===== src/rtl/tpu_result_capture.sv =====
// tpu_result_capture: tags valid MLP accumulator pairs with their layer and queues them in a FWFT FIFO.
// Latency: a sample accepted at edge N is on rd_* with rd_valid=1 right after edge N.
// Backpressure: rd_valid/rd_ready drain port; a full FIFO drops new samples unless the head pops that cycle.

module tpu_result_capture_fifo #(
   parameter int DEPTH = 16,
   parameter int W     = 8
) (
   input  logic                     clk,
   input  logic                     rst,
   input  logic                     flush,
   input  logic                     push,
   input  logic                     pop,
   input  logic [W-1:0]             wr_dat,
   output logic [W-1:0]             rd_dat,
   output logic [$clog2(DEPTH):0]   count,
   output logic                     full,
   output logic                     empty
);
   localparam int AW = $clog2(DEPTH);
   localparam int CW = AW + 1;

   logic [W-1:0]  mem [DEPTH];
   logic [AW-1:0] wr_ptr;
   logic [AW-1:0] rd_ptr;

   always_ff @(posedge clk) begin
      if (rst || flush) begin
         wr_ptr <= '0;
         rd_ptr <= '0;
         count  <= '0;
      end else begin
         if (push) wr_ptr <= wr_ptr + AW'(1);
         if (pop)  rd_ptr <= rd_ptr + AW'(1);
         case ({push, pop})
            2'b10:   count <= count + CW'(1);
            2'b01:   count <= count - CW'(1);
            default: count <= count;
         endcase
      end
   end

   // Storage carries no reset; pointers and count alone define validity.
   always_ff @(posedge clk) begin
      if (push && !(rst || flush)) mem[wr_ptr] <= wr_dat;
   end

   assign full   = (count == CW'(DEPTH));
   assign empty  = (count == '0);
   assign rd_dat = empty ? '0 : mem[rd_ptr];
endmodule

module tpu_result_capture #(
   parameter int         DEPTH      = 16,
   parameter logic [2:0] LAST_LAYER = 3'd1
) (
   input  logic                     clk,
   input  logic                     rst,
   input  logic                     clear,
   input  logic                     capture_en,
   input  logic                     acc_valid,
   input  logic signed [31:0]       acc0,
   input  logic signed [31:0]       acc1,
   input  logic [2:0]               layer,
   input  logic                     layer_complete,
   output logic                     rd_valid,
   input  logic                     rd_ready,
   output logic signed [31:0]       rd_acc0,
   output logic signed [31:0]       rd_acc1,
   output logic [2:0]               rd_layer,
   output logic [$clog2(DEPTH):0]   count,
   output logic                     full,
   output logic                     empty,
   output logic                     overflow,
   output logic [7:0]               dropped_cnt,
   output logic [3:0]               layers_done,
   output logic [1:0]               state_dbg
);
   typedef struct packed {
      logic [2:0]  layer;
      logic [31:0] acc0;
      logic [31:0] acc1;
   } entry_t;

   typedef enum logic [1:0] {
      S_IDLE    = 2'd0,
      S_CAPTURE = 2'd1,
      S_HOLD    = 2'd2
   } state_t;

   state_t state;
   logic   lc_q;
   logic   lc_rise;
   logic   wr_req;
   logic   pop;
   logic   push;
   logic   drop;
   entry_t wr_ent;
   entry_t rd_ent;

   assign lc_rise = layer_complete & ~lc_q;
   assign wr_req  = (state == S_CAPTURE) & acc_valid;
   assign pop     = rd_valid & rd_ready;
   // A pop frees the head slot this cycle, so a full FIFO still takes the new sample.
   assign push    = wr_req & (~full | pop);
   assign drop    = wr_req & ~push;
   assign wr_ent  = '{layer: layer, acc0: acc0, acc1: acc1};

   tpu_result_capture_fifo #(
      .DEPTH (DEPTH),
      .W     ($bits(entry_t))
   ) u_fifo (
      .clk    (clk),
      .rst    (rst),
      .flush  (clear),
      .push   (push),
      .pop    (pop),
      .wr_dat (wr_ent),
      .rd_dat (rd_ent),
      .count  (count),
      .full   (full),
      .empty  (empty)
   );

   assign rd_valid  = ~empty;
   assign rd_acc0   = rd_ent.acc0;
   assign rd_acc1   = rd_ent.acc1;
   assign rd_layer  = rd_ent.layer;
   assign state_dbg = state;

   always_ff @(posedge clk) begin
      if (rst || clear) begin
         state       <= S_IDLE;
         lc_q        <= 1'b0;
         overflow    <= 1'b0;
         dropped_cnt <= '0;
         layers_done <= '0;
      end else begin
         lc_q <= layer_complete;
         if (drop) begin
            overflow <= 1'b1;
            if (dropped_cnt != 8'hFF) dropped_cnt <= dropped_cnt + 8'd1;
         end
         if (state == S_CAPTURE && lc_rise && layers_done != 4'hF)
            layers_done <= layers_done + 4'd1;
         case (state)
            S_IDLE:    if (capture_en) state <= S_CAPTURE;
            S_CAPTURE: begin
               if (!capture_en)                           state <= S_IDLE;
               else if (lc_rise && layer == LAST_LAYER)   state <= S_HOLD;
            end
            S_HOLD:    if (!capture_en) state <= S_IDLE;
            default:   state <= S_IDLE;
         endcase
      end
   end
endmodule

===== config.mk =====
export PLATFORM = sky130hd
export DESIGN_NAME = tpu_result_capture
export DESIGN_NICKNAME = d
export VERILOG_FILES = /design/src/rtl/tpu_result_capture.sv
export SDC_FILE = /design/constraint.sdc
export NUM_CORES = 1
export LEC_CHECK = 0
export CAP_MARGIN = 20
export CORE_AREA = 2 2 269 271
export DETAILED_ROUTE_END_ITERATION = 6
export DIE_AREA = 0 0 271 273
export PLACE_DENSITY = 0.76
export SETUP_SLACK_MARGIN = 0.5
export SLEW_MARGIN = 20
export SYNTH_ARGS = -nofsm -noshare
export SYNTH_HDL_FRONTEND = slang
export SYNTH_SLANG_ARGS = --single-unit

===== constraint.sdc =====
create_clock -name clk -period 11.7 [get_ports clk]
set_input_delay 2.925 -clock clk [delete_from_list [all_inputs] [get_ports clk]]
set_output_delay 2.925 -clock clk [all_outputs]
set_load 0.01 [all_outputs]

==> load_flow_metrics.sql, run 1 <==
INSERT INTO impl_metrics (metric_group, metric, value, unit) VALUES
('outcome', 'status', 'completed', ''),
('cts', 'cts_root_buf', 'sky130_fd_sc_hd__clkbuf_16', ''),
('synthesis', 'asyncSetResetFlopFracSynth', '0', '%'),
('pwr', 'power.switching', '1.484', 'mW'),
('cts', 'cts.repair_timing.setup_buffer_count', '0', ''),
('placement', 'detailed_place_hpwl', '45970', 'um'),
('timing', 'tightest_slew', '1167', 'ps'),
('timing', 'final-setup-viol-count', '0', ''),
('drt', 'routed_via_density', '6.465', ''),
('layout', 'nNetsFinal', '2173', ''),
('layout', 'commonest_non_fill_non_tap_cell_in_the_layout', 'sky130_fd_sc_hd__edfxtp_1', ''),
('timing', 'timing_hold_violations_final', '0', ''),
('synthesis', 'synth_sequential_area_ratio', '77.44', '%'),
('drt', 'routed_wire_length', '91120', 'um'),
('worst_setup_path', 'endpoint_kind', 'primary output', ''),
('pwr', 'sequentialPowerShare', '55.3', '%'),
('layout', 'register_area', '32860', 'um^2'),
('worst_setup_path', 'critical_path_required', '8780', 'ps'),
('job', 'cap_viol_max_count', '0', ''),
('floorplan', 'io_pins', '164', ''),
('min_path', 'timing.hold.worst_path_depth', '2', ''),
('cts', 'cts_sinks', '1105', ''),
('pwr', 'p_leak', '14.68', 'nW'),
('layout', 'most-common-layout-cells', 'sky130_fd_sc_hd__edfxtp_1, sky130_fd_sc_hd__mux4_2, sky130_fd_sc_hd__clkdlybuf4s50_1', ''),
('floorplan', 'chipWidth', '271', 'um'),
('min_path', 'worstHoldEndpoint', 'overflow$_SDFFE_PP0P_', ''),
('drt', 'routed_wire_length_per_instance', '29.16', 'um'),
('cts', 'tritoncts', 'done', ''),
('drt', 'pre_repair_dr_iteration_count', '5', ''),
('worst_setup_path', 'regToRegStartpoint', 'u_fifo.count[4]$_SDFFE_PP0P_', ''),
('synthesis', 'ys_types', '53', ''),
('floorplan', 'fp.dieArea', '73980', 'um^2'),
('synthesis', 'flip_flop_and_latch_count_after_synthesis', '1105', ''),
('synthesis', 'postSynth.topFlopCell', 'sky130_fd_sc_hd__edfxtp_1', ''),
('timing', 'min_period_over_period', '63.68', '%'),
('worst_setup_path', 'setup.worst_path.start_class', 'register', ''),
('worst_setup_path', 'arrival', '4530', 'ps'),
('pwr', 'total_power', '7.842', 'mW'),
('floorplan', 'initial_utilization', '59.76', '%'),
('layout', 'final.fill_count', '4181', ''),
('pwr', 'powerDensity', '161.2', 'nW/um^2'),
('floorplan', 'die_y', '273', 'um'),
('cts', 'postCtsResizedCells', '0', ''),
('global_routing', 'track_usage', '24.91', '%'),
('worst_setup_path', 'crit-reg2reg-capture', 'u_fifo.mem[4][24]$_DFFE_PP_', ''),
('pwr', 'vdd_ir_drop_max', '133.4', 'uV'),
('timing', 'fin_skew', '23.22', 'ps'),
('worst_setup_path', 'worst-path-max-fanout', '66', ''),
('synthesis', 'synthesis.area_per_instance', '22.63', 'um^2'),
('global_routing', 'via_count_of_the_first_global_routing_pass', '21162', ''),
('cts', 'cts-buffers-inserted', '106', ''),
('cts', 'ctsLongestPathBuffers', '3', ''),
('synthesis', 'yosys_warnings', '0', ''),
('synthesis', 'syn_nets', '1961', ''),
('pwr', 'internal_power', '6.358', 'mW'),
('worst_setup_path', 'reg2reg_slack', '8120', 'ps'),
('synthesis', 'synth_cells', '1875', ''),
('layout', 'area_growth', '14.65', '%'),
('pwr', 'switching_share', '18.93', '%'),
('cts', 'cts.hold.buffers_added', '0', ''),
('cts', 'htree_levels', '3', ''),
('synthesis', 'syn_area', '42420', 'um^2'),
('global_routing', 'grt_pass1_wl', '134700', 'um'),
('cts', 'clkSlewWorstSetupHoldPaths', '60', 'ps'),
('timing', 'layout_min_cycle_time', '7450', 'ps'),
('cts', 'clock_insertion_delay_worst_skew', '670', 'ps'),
('floorplan', 'placementRows', '98', ''),
('placement', 'rd_place_congestion', '0.7477', ''),
('drt', 'drc', '0', ''),
('drt', 'via_count', '20202', ''),
('global_routing', 'grt_antenna_before_repair', '10', '');
==> logic make-up (layout without fill, tap and decap cells) <==
| family | after synthesis | count (layout) | synth area share, % |
|---|---|---|---|
| flops | 1105 | 1105 | 77.44 |
| mux | 341 | 341 | 16.05 |
| simple gates | 175 | 175 | 2.271 |
| compound gates | 120 | 120 | 2.295 |
| buf+inv | 114 | 410 | 1.410 |
| fa+ha+maj | 12 | 12 | 0.3716 |
| xor+xnor | 8 | 8 | 0.1652 |
| other cells | 0 | 4 | 0 |
==> final cells by class <==
| type | count | area share [%] |
|---|---|---|
| diodes | 4 | 0.02058 |
| clock buffers | 128 | 5.754 |
| clock inverters | 64 | 1.338 |
| inverters | 13 | 0.1003 |
| multi-input cells | 656 | 18.71 |
| flip-flops and latches | 1105 | 67.57 |
| well taps | 950 | 2.444 |
| repair buffers | 205 | 4.069 |
==> metal layers <==
metal / global-route usage [%] / vias up / wire, um
met4: 8.375 / 12 / 2671
met3: 4.841 / 174 / 6363
met1: 33.67 / 10713 / 35740
met5: 0 / - / 84
met2: 41.44 / 919 / 46270
li1: - / 8384 / -
==> worst max-delay path by stage <==
| stage | endpoint | slack [ps] |
|---|---|---|
| 2_1_floorplan | u_fifo.mem[3][0]$_DFFE_PP_ | 2730 |
| 3_3_place_gp | rd_acc1[31] | 4880 |
| 4_1_cts | rd_acc1[31] | 4180 |
| 3_5_place_dp | rd_acc1[31] | 4890 |
| 5_1_grt | rd_acc1[31] | 3920 |
| 6_report | rd_acc1[31] | 4250 |
==> cells in the mapped netlist (5+ instances only) <==
| cell type | count | area, um^2 |
|---|---|---|
| sky130_fd_sc_hd__a21oi_1 | 14 | 70.07 |
| sky130_fd_sc_hd__or4_1 | 5 | 37.54 |
| sky130_fd_sc_hd__nand2_1 | 13 | 48.80 |
| sky130_fd_sc_hd__nor2b_1 | 68 | 425.4 |
| sky130_fd_sc_hd__nor2_1 | 40 | 150.1 |
| sky130_fd_sc_hd__buf_2 | 39 | 195.2 |
| sky130_fd_sc_hd__mux2i_1 | 29 | 290.3 |
| sky130_fd_sc_hd__clkbuf_1 | 37 | 138.9 |
| sky130_fd_sc_hd__dfxtp_1 | 33 | 660.6 |
| sky130_fd_sc_hd__buf_4 | 10 | 75.07 |
| sky130_fd_sc_hd__mux4_2 | 267 | 6013 |
| sky130_fd_sc_hd__inv_1 | 12 | 45.04 |
| sky130_fd_sc_hd__ha_1 | 11 | 137.6 |
| sky130_fd_sc_hd__nand3_1 | 18 | 90.09 |
| sky130_fd_sc_hd__edfxtp_1 | 1072 | 32190 |
| sky130_fd_sc_hd__xor2_1 | 7 | 61.31 |
| sky130_fd_sc_hd__a221o_1 | 45 | 450.4 |
| sky130_fd_sc_hd__a211oi_1 | 41 | 307.8 |
| sky130_fd_sc_hd__mux2_2 | 45 | 506.7 |
| sky130_fd_sc_hd__nor3_1 | 6 | 30.03 |
| sky130_fd_sc_hd__buf_6 | 11 | 123.9 |
==> worst max-delay path: stages, from the launching register on <==
cell	delay, ps
sky130_fd_sc_hd__dfxtp_4	1000
sky130_fd_sc_hd__buf_4	930
sky130_fd_sc_hd__mux4_2	350
sky130_fd_sc_hd__nor2b_1	140
sky130_fd_sc_hd__a211oi_1	70
sky130_fd_sc_hd__a211oi_1	630
sky130_fd_sc_hd__clkdlybuf4s50_1	670
==> power groups by stage <==
stage | logic, mW | registers [mW] | clock network (mW)
2_1_floorplan | 0.0193 | 4.42 | 0
3_3_place_gp | 0.0933 | 4.42 | 0
3_5_place_dp | 0.101 | 4.42 | 0
4_1_cts | 0.101 | 4.34 | 3.44
5_1_grt | 0.111 | 4.34 | 3.59
6_report | 0.102 | 4.34 | 3.40
==> flip-flops by register name (all words and copies together), names as in the netlist, named ones only <==
signal and cells:
dropped_cnt 8, layers_done 4, lc_q 1, overflow 1, state_dbg 2, u_fifo.count 5, u_fifo.mem 1072, u_fifo.rd_ptr 4
u_fifo.wr_ptr 4
==> through the flow <==
stage | instance area (um^2) | worst slack, ps | cells | utilization, % | hold WS [ps]
2_1_floorplan | 42420 | 2729 | 1875 | - | 458.7
3_3_place_gp | 45150 | 4881 | 2928 | 63.60 | 458.5
3_5_place_dp | 45180 | 4888 | 2929 | 63.64 | 475.0
4_1_cts | 48630 | 4180 | 3121 | 68.50 | 488.2
5_1_grt | 48640 | 3917 | 3125 | 68.51 | 544.5
6_report | 48640 | 4250 | 3125 | 68.51 | 495.1
No activity file was read; power rests on OpenSTA's default activity.
==> run 2: changes to the inputs <==
==> constraint.sdc (replaced) <==
create_clock -name clk -period 7.55 [get_ports clk]
set_input_delay 1.8875 -clock clk [delete_from_list [all_inputs] [get_ports clk]]
set_output_delay 1.8875 -clock clk [all_outputs]
set_load 0.01 [all_outputs]
==> load_flow_metrics.sql, run 2 (synthesis results as in run 1) <==
INSERT INTO impl_metrics (metric_group, metric, value, unit) VALUES
('cts', 'htree_levels', '3', ''),
('drt', 'wl_met2', '47030', 'um'),
('pwr', 'vdd_ir_drop_max', '212.6', 'uV'),
('drt', 'routed.top_layer', 'met5', ''),
('timing', 'fin_skew', '20.94', 'ps'),
('timing', 'timing_max_transition_violations_final', '0', ''),
('drt', 'routed_via_density', '6.527', ''),
('drt', 'first_iter_violations', '2413', ''),
('layout', 'layout-drive-gt1-share', '24.62', '%'),
('global_routing', 'track_usage', '25.68', '%'),
('min_path', 'min_path_type', 'reg -> reg', ''),
('drt', 'drc', '0', ''),
('cts', 'cts_root_buf', 'sky130_fd_sc_hd__clkbuf_16', ''),
('pwr', 'p_leak', '14.69', 'nW'),
('cts', 'ctsLongestPathBuffers', '3', ''),
('pwr', 'powerDensity', '247.9', 'nW/um^2'),
('cts', 'cts_sinks', '1105', ''),
('drt', 'pre_repair_dr_iteration_count', '7', ''),
('cts', 'cts-buffers-inserted', '108', ''),
('drt', 'routed_wire_length_per_instance', '29.68', 'um'),
('cts', 'clkSlewWorstSetupHoldPaths', '60', 'ps'),
('timing', 'timing_hold_violations_final', '0', ''),
('timing', 'slew-limit-headroom', '33.57', '%'),
('worst_setup_path', 'arrival', '3960', 'ps'),
('worst_setup_path', 'ff2ff_path_depth', '6', ''),
('job', 'cap_viol_max_count', '0', ''),
('layout', 'commonest_non_fill_non_tap_cell_in_the_layout', 'sky130_fd_sc_hd__edfxtp_1', ''),
('timing', 'min_period_over_period', '77.39', '%'),
('timing', 'tightest_slew', '994.1', 'ps'),
('layout', 'registers.top_by_ff_count', 'u_fifo.mem', ''),
('global_routing', 'grt_start_max_net_pins', '77', ''),
('outcome', 'status', 'completed', ''),
('floorplan', 'chipWidth', '271', 'um'),
('cts', 'clock_insertion_delay_worst_skew', '670', 'ps'),
('placement', 'detailed_place_hpwl', '48380', 'um'),
('global_routing', 'via_count_of_the_first_global_routing_pass', '21092', ''),
('worst_setup_path', 'critical_path_required', '5660', 'ps'),
('cts', 'postCtsResizedCells', '0', ''),
('drt', 'dr_wl_met3', '7223', 'um'),
('timing', 'layout_min_cycle_time', '5843', 'ps'),
('floorplan', 'die_y', '273', 'um'),
('floorplan', 'core', '71000', 'um^2'),
('layout', 'biggestRegsByFlops', 'u_fifo.mem (1072), dropped_cnt (8), u_fifo.count (5)', ''),
('cts', 'tritoncts', 'done', ''),
('layout', 'area_growth', '15.13', '%'),
('placement', 'dpl_worst_slack', '2278', 'ps'),
('global_routing', 'globalRouteOverflowTotal', '0', ''),
('drt', 'antenna_violating_nets_post_route', '0', ''),
('layout', 'final.fill_count', '4160', ''),
('drt', 'routed_wire_length', '93090', 'um'),
('layout', 'largest_register_ff_count', '1072', ''),
('worst_setup_path', 'regToRegStartpoint', 'state_dbg[1]$_SDFFE_PP0P_', ''),
('timing', 'final-setup-viol-count', '0', ''),
('timing', 'max_freq', '171.1', 'MHz'),
('timing', 'finalHoldWorstSlack', '485.9', 'ps'),
('worst_setup_path', 'reg2reg_slack', '4320', 'ps'),
('worst_setup_path', 'setup.worst_path.start_class', 'register', ''),
('cts', 'cts.hold.buffers_added', '0', ''),
('global_routing', 'grt_pass1_wl', '138400', 'um'),
('placement', 'io_buffers', '163', ''),
('floorplan', 'io_pins', '164', ''),
('placement', 'dp_area', '45390', 'um^2'),
('placement', 'rd_place_congestion', '0.7620', ''),
('floorplan', 'fp.dieArea', '73980', 'um^2'),
('worst_setup_path', 'endpoint_kind', 'primary output', ''),
('worst_setup_path', 'critical_path_class', 'reg -> out', ''),
('floorplan', 'initial_utilization', '59.76', '%'),
('worst_setup_path', 'critical_path.endpoint', 'rd_acc0[15]', ''),
('cts', 'cts.repair_timing.setup_buffer_count', '0', ''),
('worst_setup_path', 'worst-path-max-fanout', '44', ''),
('layout', 'nNetsFinal', '2181', ''),
('layout', 'most-common-layout-cells', 'sky130_fd_sc_hd__edfxtp_1, sky130_fd_sc_hd__mux4_2, sky130_fd_sc_hd__clkdlybuf4s50_1', ''),
('drt', 'via_count', '20476', ''),
('timing', 'timing.final.ws_setup', '1707', 'ps'),
('timing', 'final.setup.tns', '0', 'ps'),
('worst_setup_path', 'crit-reg2reg-capture', 'u_fifo.mem[5][47]$_DFFE_PP_', ''),
('layout', 'stdcell_area', '48840', 'um^2'),
('floorplan', 'placementRows', '98', ''),
('global_routing', 'grt_antenna_before_repair', '6', ''),
('timing', 'grt_setup_unrepaired', 'false', ''),
('drt', 'detail_route.wirelength.met1', '36010', 'um');
-- run 2: changes by cell type in the layout (fill, tap and decap cells not counted), sizes merged --
cell and delta:
buf +6, bufinv -3, clkbuf +8, clkinvlp +5
diode -2, inv -2
-- run 2: critical path, cell delays in order (launching register included) --
cell and delay, ps:
sky130_fd_sc_hd__dfxtp_4 940, sky130_fd_sc_hd__buf_4 710, sky130_fd_sc_hd__mux4_2 600, sky130_fd_sc_hd__nor2b_1 150, sky130_fd_sc_hd__a221o_1 340, sky130_fd_sc_hd__clkdlybuf4s50_1 500
-- run 2: worst min path at each step --
stage / from / end / slack [ps] / cells past startpoint
detailed placement: overflow$_SDFFE_PP0P_ / overflow$_SDFFE_PP0P_ / 470 / 2
global placement: u_fifo.rd_ptr[3]$_SDFFE_PP0P_ / register / 460 / 2
global route: u_fifo.rd_ptr[3]$_SDFFE_PP0P_ / register / 520 / 2
CTS: overflow$_SDFFE_PP0P_ / overflow$_SDFFE_PP0P_ / 490 / 2
finish: overflow$_SDFFE_PP0P_ / overflow$_SDFFE_PP0P_ / 490 / 2
floorplan: u_fifo.rd_ptr[3]$_SDFFE_PP0P_ / register / 460 / 2
-- run 2: final cells by class --
| type | count | area, um^2 | area share (%) |
|---|---|---|---|
| Clock inverter | 64 | 610.6 | 1.250 |
| Sequential cell | 1105 | 32860 | 67.28 |
| Antenna cell | 2 | 5.005 | 0.01025 |
| Clock buffer | 136 | 2839 | 5.812 |
| Inverter | 13 | 48.80 | 0.09991 |
| Timing Repair Buffer | 211 | 2162 | 4.427 |
| Tap cell | 950 | 1189 | 2.434 |
| Multi-Input combinational cell | 656 | 9125 | 18.68 |
-- run 2: power by group --
group	switching [mW]	internal, mW	total [mW]
Sequential	0.00219	6.72	6.73
Combinational	0.111	0.0557	0.167
Clock	2.21	3.00	5.22
Total	2.33	9.78	12.1
-- run 2: metrics by stage --
step	power [mW]	std cells	util (%)
floorplan	6.886	1875	-
global placement	7.010	2934	63.89
detailed placement	7.022	2935	63.93
CTS	12.19	3135	68.79
global route	12.42	3136	68.79
finish	12.11	3137	68.80
-- run 2: metal layers --
layer	track usage, %	vias to the layer above
met5	0	-
li1	-	8405
met2	41.87	1000
met3	4.481	193
met1	36.00	10874
met4	8.462	4
